## src/rtl/fetch_ctrl_pkg.sv

```systemverilog
// fetch_ctrl_pkg: shared types and constants for the fetch sequencer
package fetch_ctrl_pkg;
   localparam int INST_BYTES = 4;
   localparam int PC_BITS = 64;
   typedef logic [PC_BITS-1:0] pc_t;
   typedef logic [31:0] inst_t;
   typedef enum logic [1:0] {FETCH, WAIT, DRAIN, STALL} fetch_state_e;
endpackage

```

## src/rtl/fetch_ctrl_if.sv

```systemverilog
// fetch_ctrl_if: single-outstanding I-cache request/response channel
interface fetch_ctrl_if import fetch_ctrl_pkg::*; #(parameter int PC_W = 64);
   logic ic_req_valid;
   logic [PC_W-1:0] ic_req_PC;
   logic ic_resp_valid;
   inst_t [1:0] ic_resp_inst;
   modport master (output ic_req_valid, ic_req_PC, input ic_resp_valid, ic_resp_inst);
   modport slave (input ic_req_valid, ic_req_PC, output ic_resp_valid, ic_resp_inst);
endinterface

```

## src/rtl/fetch_npc_sel.sv

```systemverilog
// fetch_npc_sel: lane count and next fetch PC for the current request
module fetch_npc_sel import fetch_ctrl_pkg::*; #(parameter int PC_W = 64) (
   input  logic [PC_W-1:0] fetch_PC,
   input  logic [1:0] ib_nAvai,
   input  logic [1:0] bp_pred_taken,
   input  logic [1:0][PC_W-1:0] bp_pred_NPC,
   output logic [1:0] n_lanes,
   output logic [PC_W-1:0] next_PC
);
   // a taken lane0 drops lane1 regardless of free slots
   assign n_lanes = bp_pred_taken[0] ? 2'd1 : ib_nAvai[1] ? 2'd2 : ib_nAvai;
   assign next_PC = bp_pred_taken[0] ? bp_pred_NPC[0] :
                    (n_lanes == 2'd2 && bp_pred_taken[1]) ? bp_pred_NPC[1] :
                    fetch_PC + PC_W'(n_lanes) * PC_W'(INST_BYTES);
endmodule

```

## src/rtl/fetch_ctrl.sv

```systemverilog
// fetch_ctrl: fetch PC sequencer issuing one I-cache request at a time into the InstrBuffer
module fetch_ctrl import fetch_ctrl_pkg::*; #(
   parameter int PC_W = 64,
   parameter logic [PC_W-1:0] RESET_PC = '0,
   parameter int CNT_W = 16
) (
   input  logic clk,
   input  logic reset,
   input  logic br_fub_pred_wrong,
   input  logic [PC_W-1:0] br_recover_PC,
   input  logic [1:0] ib_nAvai,
   input  logic [1:0] bp_pred_taken,
   input  logic [1:0][PC_W-1:0] bp_pred_NPC,
   fetch_ctrl_if.master ic,
   output logic [1:0] if_valid_out,
   output inst_t [1:0] if_inst_out,
   output logic [1:0][PC_W-1:0] if_not_taken_NPC,
   output logic [PC_W-1:0] fetch_PC,
   output logic [CNT_W-1:0] stall_cycles
);
   fetch_state_e state;
   logic [1:0] n_lanes, lat_n;
   logic [PC_W-1:0] next_PC, lat_pc, lat_npc;
   logic issue, resp_ok;
   fetch_npc_sel #(.PC_W(PC_W)) u_sel (
      .fetch_PC(fetch_PC), .ib_nAvai(ib_nAvai), .bp_pred_taken(bp_pred_taken),
      .bp_pred_NPC(bp_pred_NPC), .n_lanes(n_lanes), .next_PC(next_PC)
   );
   assign issue = state == FETCH && ib_nAvai != 2'd0 && !br_fub_pred_wrong && !reset;
   assign resp_ok = state == WAIT && ic.ic_resp_valid && !br_fub_pred_wrong && !reset;
   assign ic.ic_req_valid = issue;
   assign ic.ic_req_PC = fetch_PC;
   assign if_valid_out = resp_ok ? (lat_n == 2'd2 ? 2'b11 : 2'b01) : 2'b00;
   assign if_inst_out = ic.ic_resp_inst;
   assign if_not_taken_NPC[0] = lat_pc + PC_W'(INST_BYTES);
   assign if_not_taken_NPC[1] = lat_pc + PC_W'(2 * INST_BYTES);
   always_ff @(posedge clk) begin
      if (reset) begin
         state <= FETCH;
         fetch_PC <= RESET_PC;
         stall_cycles <= '0;
         lat_n <= '0;
         lat_pc <= '0;
         lat_npc <= '0;
      end else begin
         if (state == STALL && stall_cycles != '1) stall_cycles <= stall_cycles + CNT_W'(1);
         if (br_fub_pred_wrong) begin
            fetch_PC <= br_recover_PC;
            // an in-flight request must still be drained before refetching
            if (state == WAIT || state == DRAIN) state <= ic.ic_resp_valid ? FETCH : DRAIN;
         end else begin
            case (state)
               FETCH: begin
                  state <= issue ? WAIT : STALL;
                  if (issue) begin
                     lat_n <= n_lanes;
                     lat_pc <= fetch_PC;
                     lat_npc <= next_PC;
                  end
               end
               WAIT: if (ic.ic_resp_valid) begin
                  fetch_PC <= lat_npc;
                  state <= FETCH;
               end
               DRAIN: if (ic.ic_resp_valid) state <= FETCH;
               default: if (ib_nAvai != 2'd0) state <= FETCH;
            endcase
         end
      end
   end
endmodule

```

## src/flat_wrapper.sv

```systemverilog
// flat-port wrapper written by rule: the top's interface ports become plain ports
module fetch_ctrl_flat import fetch_ctrl_pkg::*;
#(
   parameter int PC_W = 64,
   parameter logic [PC_W-1:0] RESET_PC = '0,
   parameter int CNT_W = 16
)
  (clk, reset, br_fub_pred_wrong, br_recover_PC, ib_nAvai, bp_pred_taken, bp_pred_NPC, if_valid_out, if_inst_out, if_not_taken_NPC, fetch_PC, stall_cycles, ic_ic_req_valid, ic_ic_req_PC, ic_ic_resp_valid, ic_ic_resp_inst);
  fetch_ctrl_if #(.PC_W(PC_W)) ic_i ();
  input  logic clk;
  input  logic reset;
  input  logic br_fub_pred_wrong;
  input  logic [PC_W-1:0] br_recover_PC;
  input  logic [1:0] ib_nAvai;
  input  logic [1:0] bp_pred_taken;
  input  logic [1:0][PC_W-1:0] bp_pred_NPC;
  output logic [1:0] if_valid_out;
  output inst_t [1:0] if_inst_out;
  output logic [1:0][PC_W-1:0] if_not_taken_NPC;
  output logic [PC_W-1:0] fetch_PC;
  output logic [CNT_W-1:0] stall_cycles;
  output wire logic [$bits(ic_i.ic_req_valid)-1:0] ic_ic_req_valid;
  output wire logic [$bits(ic_i.ic_req_PC)-1:0] ic_ic_req_PC;
  input wire logic [$bits(ic_i.ic_resp_valid)-1:0] ic_ic_resp_valid;
  input wire logic [$bits(ic_i.ic_resp_inst)-1:0] ic_ic_resp_inst;
  assign ic_ic_req_valid = ic_i.ic_req_valid;
  assign ic_ic_req_PC = ic_i.ic_req_PC;
  assign ic_i.ic_resp_valid = ic_ic_resp_valid;
  assign ic_i.ic_resp_inst = ic_ic_resp_inst;
  fetch_ctrl #(.PC_W(PC_W), .RESET_PC(RESET_PC), .CNT_W(CNT_W)) u_core (.clk(clk), .reset(reset), .br_fub_pred_wrong(br_fub_pred_wrong), .br_recover_PC(br_recover_PC), .ib_nAvai(ib_nAvai), .bp_pred_taken(bp_pred_taken), .bp_pred_NPC(bp_pred_NPC), .ic(ic_i), .if_valid_out(if_valid_out), .if_inst_out(if_inst_out), .if_not_taken_NPC(if_not_taken_NPC), .fetch_PC(fetch_PC), .stall_cycles(stall_cycles));
endmodule
```

## config.mk

```make
export PLATFORM = sky130hd
export DESIGN_NAME = fetch_ctrl_flat
export DESIGN_NICKNAME = d
export VERILOG_FILES = /design/src/rtl/fetch_ctrl_pkg.sv /design/src/rtl/fetch_ctrl_if.sv /design/src/rtl/fetch_npc_sel.sv /design/src/rtl/fetch_ctrl.sv /design/src/flat_wrapper.sv
export SDC_FILE = /design/constraint.sdc
export NUM_CORES = 1
export LEC_CHECK = 0
export ABC_AREA = 1
export CAP_MARGIN = 20
export CORE_AREA = 2 2 232 234
export DETAILED_ROUTE_END_ITERATION = 8
export DIE_AREA = 0 0 234 236
export GPL_TIMING_DRIVEN = 0
export PLACE_DENSITY_LB_ADDON = 0.2
export REMOVE_ABC_BUFFERS = 1
export SETUP_SLACK_MARGIN = 0.3
export SYNTH_ARGS = -nofsm -noshare
export SYNTH_HDL_FRONTEND = slang
export SYNTH_SLANG_ARGS = --single-unit
export TNS_END_PERCENT = 30
```

## constraint.sdc

```tcl
create_clock -name clk -period 4.3 [get_ports clk]
set_clock_uncertainty 0.2 [all_clocks]
set_input_delay 0.645 -clock clk [delete_from_list [all_inputs] [get_ports clk]]
set_output_delay 0.645 -clock clk [all_outputs]
set_load 0.005 [all_outputs]
```

==> flow_summary.toml, run 1 <==
[finish]
instances_no_fill = 3362
n_fill_cell = 5736
nNetsFinal = 2919
area_growth_syn_to_layout_pct = 38.1
drive_above_1_share_pct = 5.82
multi_input_area_um2 = 8470
seq_area_um2 = 4260

[synthesis]
syn_avg_cell_area_um2 = 6.23
ys_top_cells_by_count = "760 x nand2_1, 269 x nor2_1, 212 x dfxtp_1"
yosys_warnings = 0
syn-cell-area_um2 = 14700
synth.area.top_cells = "dfxtp_1 29%, nand2_1 19%, xor2_1 8.5%"
synth_edf_count = 0
synth-seq-cells = 212
syn_inst = 2360
synthFlopType = "dfxtp_1"
synth_cell_types = 38
ys_seq_area_share_pct = 28.9
synth_top_area_cell = "dfxtp_1"
ys_async_sr_fraction_pct = 0
synth_top_area_share_pct = 28.9
yosysMostFrequentCell = "nand2_1"

[sta]
setup_tns_ns = 0
max_slew.worst_pin.slew_ns = 1.01
setup_violations = 0
relSlewSlack_pct = 32.8
min_period_ns = 4.01
max_freq_mhz = 250
final-hold-violation-count = 0
whs_ns = 0.251
maxSlewViolCount = 0
rsz0062_at_grt = "true"
timing.final.ws_setup_ns = 0.294
fin_crit_sh_pct = 93.2

[placement]
hpwl_um = 63000
place_ws_ns = -0.547
gp_congestion = 0.905
io_buffer_count = 474
dp_cells = 3303

[pwr]
ir_worst_vdd_uv = 292
p_leak_nw = 7.48
power_density_nw_per_um2 = 305

[run_status]
status = "finished, final reports clean"

[clock_network]
clk-insertion-delay-late_ns = 0.56
cts_buffer_depth = 3
clk_pin_slew_ns = 0.06
cts_max_level = 1
cts.sinks = 212
hold_buffers = 0
cts_made_buffers = 25
cts_tree = "done"
clockRootBuffer = "clkbuf_16"

[global_route]
grt_pass1_wl_um = 113000
grt_pass1_vias = 16158
grt_max_degree = 68
grt_usage_pct = 27.8
grt-ovfl-total = 0
antenna_found_initial = 6

[setup_path]
start_kind = "flip-flop"
path_cells = "nand2_1, nor3_2, nand4_1, nor3_1, nand3_1, xor2_1, clkdlybuf4s50_1"
crit_fanout = 7
critPathMaxStageDelay_ns = 0.58
crit_arrival_ns = 3.16
r2r_setup_slack_ns = 1.36
r2r_cells = 9
r2r-start = "u_core.state[0]"
worst-path-buf-inv = 1
endpoint = "if_not_taken_NPC[48]"
path_depth = 7
cp_slowest_cell = "dfxtp_1"
path_delay_family = "simple AND/OR/NAND/NOR gates"
reg2reg_to = "u_core.lat_pc[44]"
critPathCaptureType = "output port"
crit_start = "u_core.lat_pc[41]"
worstPathRequired_ns = 3.45
crit_type = "flip-flop to output port"

[routing]
routed_wirelength_um = 79400
drt_iter0_markers = 1120
drtPass1Iterations = 5
via_count = 16693
drc = 0
wl_per_cell_um = 23.6
viasPerCell = 4.97
drt.antenna.violating_nets = 0

[worst_hold_path]
hold_path_startpoint = "u_core.lat_npc[53]"
hp-class = "flip-flop to flip-flop"

[die]
die_y_um = 236
rows = 85
boundaryPins = 603
start_util_pct = 27.7
dieArea_um2 = 55200
die_w_um = 234
core_um2 = 53100

[job]
maxCapViolCount = 0
[cell usage in the layout (no fill, tap or decap), types with 4 or more instances in the layout]
| cell type | n |
|---|---|
| nor2_4 | 13 |
| or2_2 | 13 |
| xor2_1 | 140 |
| clkdlybuf4s50_1 | 470 |
| inv_6 | 4 |
| dfxtp_1 | 202 |
| a21oi_1 | 71 |
| o22ai_1 | 34 |
| o211ai_1 | 7 |
| nand3_2 | 4 |
| o21ai_0 | 93 |
| bufinv_16 | 5 |
| buf_4 | 14 |
| buf_12 | 9 |
| inv_1 | 178 |
| ha_1 | 6 |
| dfxtp_2 | 8 |
| nor2_2 | 15 |
| inv_2 | 9 |
| nor2_1 | 257 |
| clkbuf_16 | 25 |
| a31oi_1 | 64 |
| nand2_1 | 759 |
| nand3_1 | 89 |
| nand2_2 | 7 |
| xnor2_1 | 4 |
| nor3_2 | 4 |
| nand4_1 | 40 |
| a22o_1 | 9 |
| nor3_1 | 67 |
[metrics by stage]
step	instance area, um^2	total power, mW	util [%]
floorplan	13300	2.88	-
global placement	18900	3.81	35.6
detailed placement	19200	3.87	36.1
CTS	20100	6.25	38.0
global route	20300	6.46	38.3
finish	20300	6.20	38.3
[logic make-up (layout without fill, tap and decap cells)]
family,count (synthesis),after routing,synth area share [%]
buffers and inverters,428,731,14.7
xor gates and xnor gates,146,146,8.69
other,0,3,0
adders and majority gates,9,9,0.817
and+or+nand+nor,1283,1283,36.1
AOI/OAI and AO/OA,282,282,10.8
DFF,212,212,28.9
[cell type report]
cell class,count,share of cell area [%]
Timing Repair Buffer,498,25.1
Clock buffer,31,3.34
Antenna cell,3,0.0370
Tap cell,696,4.29
Sequential cell,212,21.0
Clock inverter,13,1.03
Inverter,189,3.53
Multi-Input combinational cell,1720,41.7
[timing repair]
action | 4_1_cts | 5_1_grt
resized for setup | 18 | 28
pin swaps | 5 | 6
setup buffers | 4 | 8
hold endpoints to repair | 0 | 0
setup endpoints to repair | 91 | 72
[worst reg2reg max path, stage by stage, from the launching register on]
cell and delay [ns]:
dfxtp_1 0.36, inv_1 0.07, ha_1 0.19, inv_1 0.08
nor2_2 0.05, inv_1 0.08, nor2_2 0.05, nor2_4 0.76
inv_2 0.64, o22ai_1 0.36
[power breakdown]
group / leakage [nW] / switching [mW] / internal (mW)
registers: 1.74 / 0.228 / 2.14
clock network: 0.430 / 0.937 / 1.42
logic: 5.31 / 0.794 / 0.684
total: 7.48 / 1.96 / 4.24
[per-layer routing]
metal / routed length (um) / global-route usage, %
met1: 35400 / 36.9
met2: 33900 / 42.4
met3: 7310 / 9.26
met4: 2220 / 6.92
met5: 548 / 6.79
[flip-flops by register name, summed over array words and instances, names as in the netlist]
signal and cells:
u_core.lat_pc 64, u_core.lat_npc 64, u_core.state 2, u_core.fetch_PC 64, u_core.lat_n 2, u_core.stall_cycles 16
[how the worst min path moves through the flow]
stage                          to  cells after the start  slack [ns]
6_report       u_core.lat_npc[53]                      2        0.25
5_1_grt        u_core.lat_npc[28]                      2        0.27
4_1_cts        u_core.lat_npc[24]                      2        0.25
3_5_place_dp   u_core.lat_npc[12]                      2        0.24
3_3_place_gp   u_core.lat_npc[59]                      2        0.24
2_1_floorplan  u_core.lat_npc[49]                      2        0.23
Power figures use the tool's default switching activity.
==> run 2: changes to the inputs <==
--- a/config.mk
+++ b/config.mk
@@ -14,6 +14,7 @@
 export PLACE_DENSITY_LB_ADDON = 0.2
 export REMOVE_ABC_BUFFERS = 1
 export SETUP_SLACK_MARGIN = 0.3
+export SKIP_CTS_REPAIR_TIMING = 1
 export SYNTH_ARGS = -nofsm -noshare
 export SYNTH_HDL_FRONTEND = slang
 export SYNTH_SLANG_ARGS = --single-unit
==> flow_summary.toml, run 2 (synthesized netlist as in run 1, its figures left out) <==
[routing]
drc = 0
via_count = 16706
routed_wirelength_um = 79300
wl_per_cell_um = 23.6
drt.antenna.violating_nets = 0
drtPass1Iterations = 7
viasPerCell = 4.97
drt_iter0_markers = 1181

[finish]
layout_commonest_cell = "nand2_1"
final_util_pct = 38.4
area_growth_syn_to_layout_pct = 38.4
nNetsFinal = 2921
layout_common_cells = "760 x nand2_1, 469 x clkdlybuf4s50_1, 257 x nor2_1"
reg_top3 = "u_core.fetch_PC (64), u_core.lat_npc (64), u_core.lat_pc (64)"
drive_above_1_share_pct = 5.82
instances_no_fill = 3364

[die]
dieArea_um2 = 55200
rows = 85
start_util_pct = 27.7
core_um2 = 53100
die_y_um = 236
boundaryPins = 603
die_w_um = 234

[clock_network]
cts_buffer_depth = 3
cts_tree = "done"
cts.sinks = 212
clk-insertion-delay-late_ns = 0.56
clk_pin_slew_ns = 0.06
clockRootBuffer = "clkbuf_16"
cts_made_buffers = 25
cts_max_level = 1

[sta]
final-hold-violation-count = 0
fin_crit_sh_pct = 92.7
rsz0062_at_grt = "true"
setup_violations = 0
maxSlewViolCount = 0
min_period_ns = 3.99
relSlewSlack_pct = 33.6
max_freq_mhz = 251
max_slew.worst_pin.slew_ns = 0.993

[placement]
hpwl_um = 63000
gp_congestion = 0.905
dp_cells = 3303
io_buffer_count = 474

[global_route]
grt_pass1_vias = 16107
grt-ovfl-total = 0
grt_pass1_wl_um = 112000
grt_usage_pct = 27.7
antenna_found_initial = 6
grt_max_degree = 68

[pwr]
p_leak_nw = 7.53
p_total_mw = 6.21
ir_worst_vdd_uv = 291
power_density_nw_per_um2 = 305

[setup_path]
crit_type = "flip-flop to output port"
start_kind = "flip-flop"
critPathCaptureType = "output port"
crit_arrival_ns = 3.14
crit_fanout = 7
worstPathRequired_ns = 3.45

[run_status]
status = "finished, final reports clean"

[worst_hold_path]
hp-class = "flip-flop to flip-flop"

[job]
maxCapViolCount = 0
[run 2: through the flow]
stage          hold WS (ns)  worst slack (ns)  TNS (ns)  instance area, um^2
2_1_floorplan         0.226             -1.14    -55.54                13300
3_3_place_gp          0.236            -11.24  -1615.02                18900
3_5_place_dp          0.239            -0.547    -19.71                19200
4_1_cts               0.252            -0.315     -1.39                20100
5_1_grt               0.269             0.154         0                20300
6_report              0.251             0.314         0                20400
[run 2: critical path: stages, from the launching register on]
cell,delay [ns]
dfxtp_1,0.58
nand2_1,0.13
nor3_2,0.25
nand4_1,0.27
nor3_1,0.39
nand3_1,0.14
xor2_1,0.27
clkdlybuf4s50_1,0.56
[run 2: path summary, 6_finish.rpt]
| check | start | to | slack, ns | depth (start not counted) |
|---|---|---|---|---|
| worst min-delay path | u_core.lat_npc[53] | u_core.lat_npc[53] | 0.25 | 2 |
| worst max register to register | u_core.state[0] | u_core.lat_pc[44] | 1.38 | 9 |
| worst max-delay path | u_core.lat_pc[41] | if_not_taken_NPC[48] | 0.31 | 7 |
| worst min register to register | u_core.lat_npc[53] | u_core.lat_npc[53] | 0.25 | 2 |
[run 2: final cells by class]
type | count | area (um^2)
Fill cell | 5734 | 32700
Multi-Input combinational cell | 1720 | 8480
Timing Repair Buffer | 500 | 5130
Sequential cell | 212 | 4260
Tap cell | 696 | 871
Inverter | 189 | 717
Clock buffer | 31 | 678
Clock inverter | 13 | 210
Antenna cell | 3 | 7.51
[run 2: power breakdown]
part | leakage, nW | switching (mW) | internal (mW)
clock | 0.430 | 0.935 | 1.42
sequential | 1.73 | 0.228 | 2.14
combinational | 5.37 | 0.796 | 0.693
[run 2: layer usage]
layer  vias to the layer above  wire (um)  global-route usage [%]  share of wire, %
li1                       8010          -                       -                 -
met1                      7844      35600                    37.0                45
met2                       737      33800                    42.2                43
met3                       103       7250                    9.18               9.1
met4                        12       2140                    6.66               2.7
met5                         -        548                    6.79              0.69
==> run 3: changes to the inputs <==
--- a/config.mk
+++ b/config.mk
@@ -8,6 +8,7 @@
 export ABC_AREA = 1
 export CAP_MARGIN = 20
 export CORE_AREA = 2 2 232 234
+export CTS_CLUSTER_SIZE = 16
 export DETAILED_ROUTE_END_ITERATION = 8
 export DIE_AREA = 0 0 234 236
 export GPL_TIMING_DRIVEN = 0
==> results of run 3 <==
The final DEF is identical to that of run 2; final timing and power are the same.
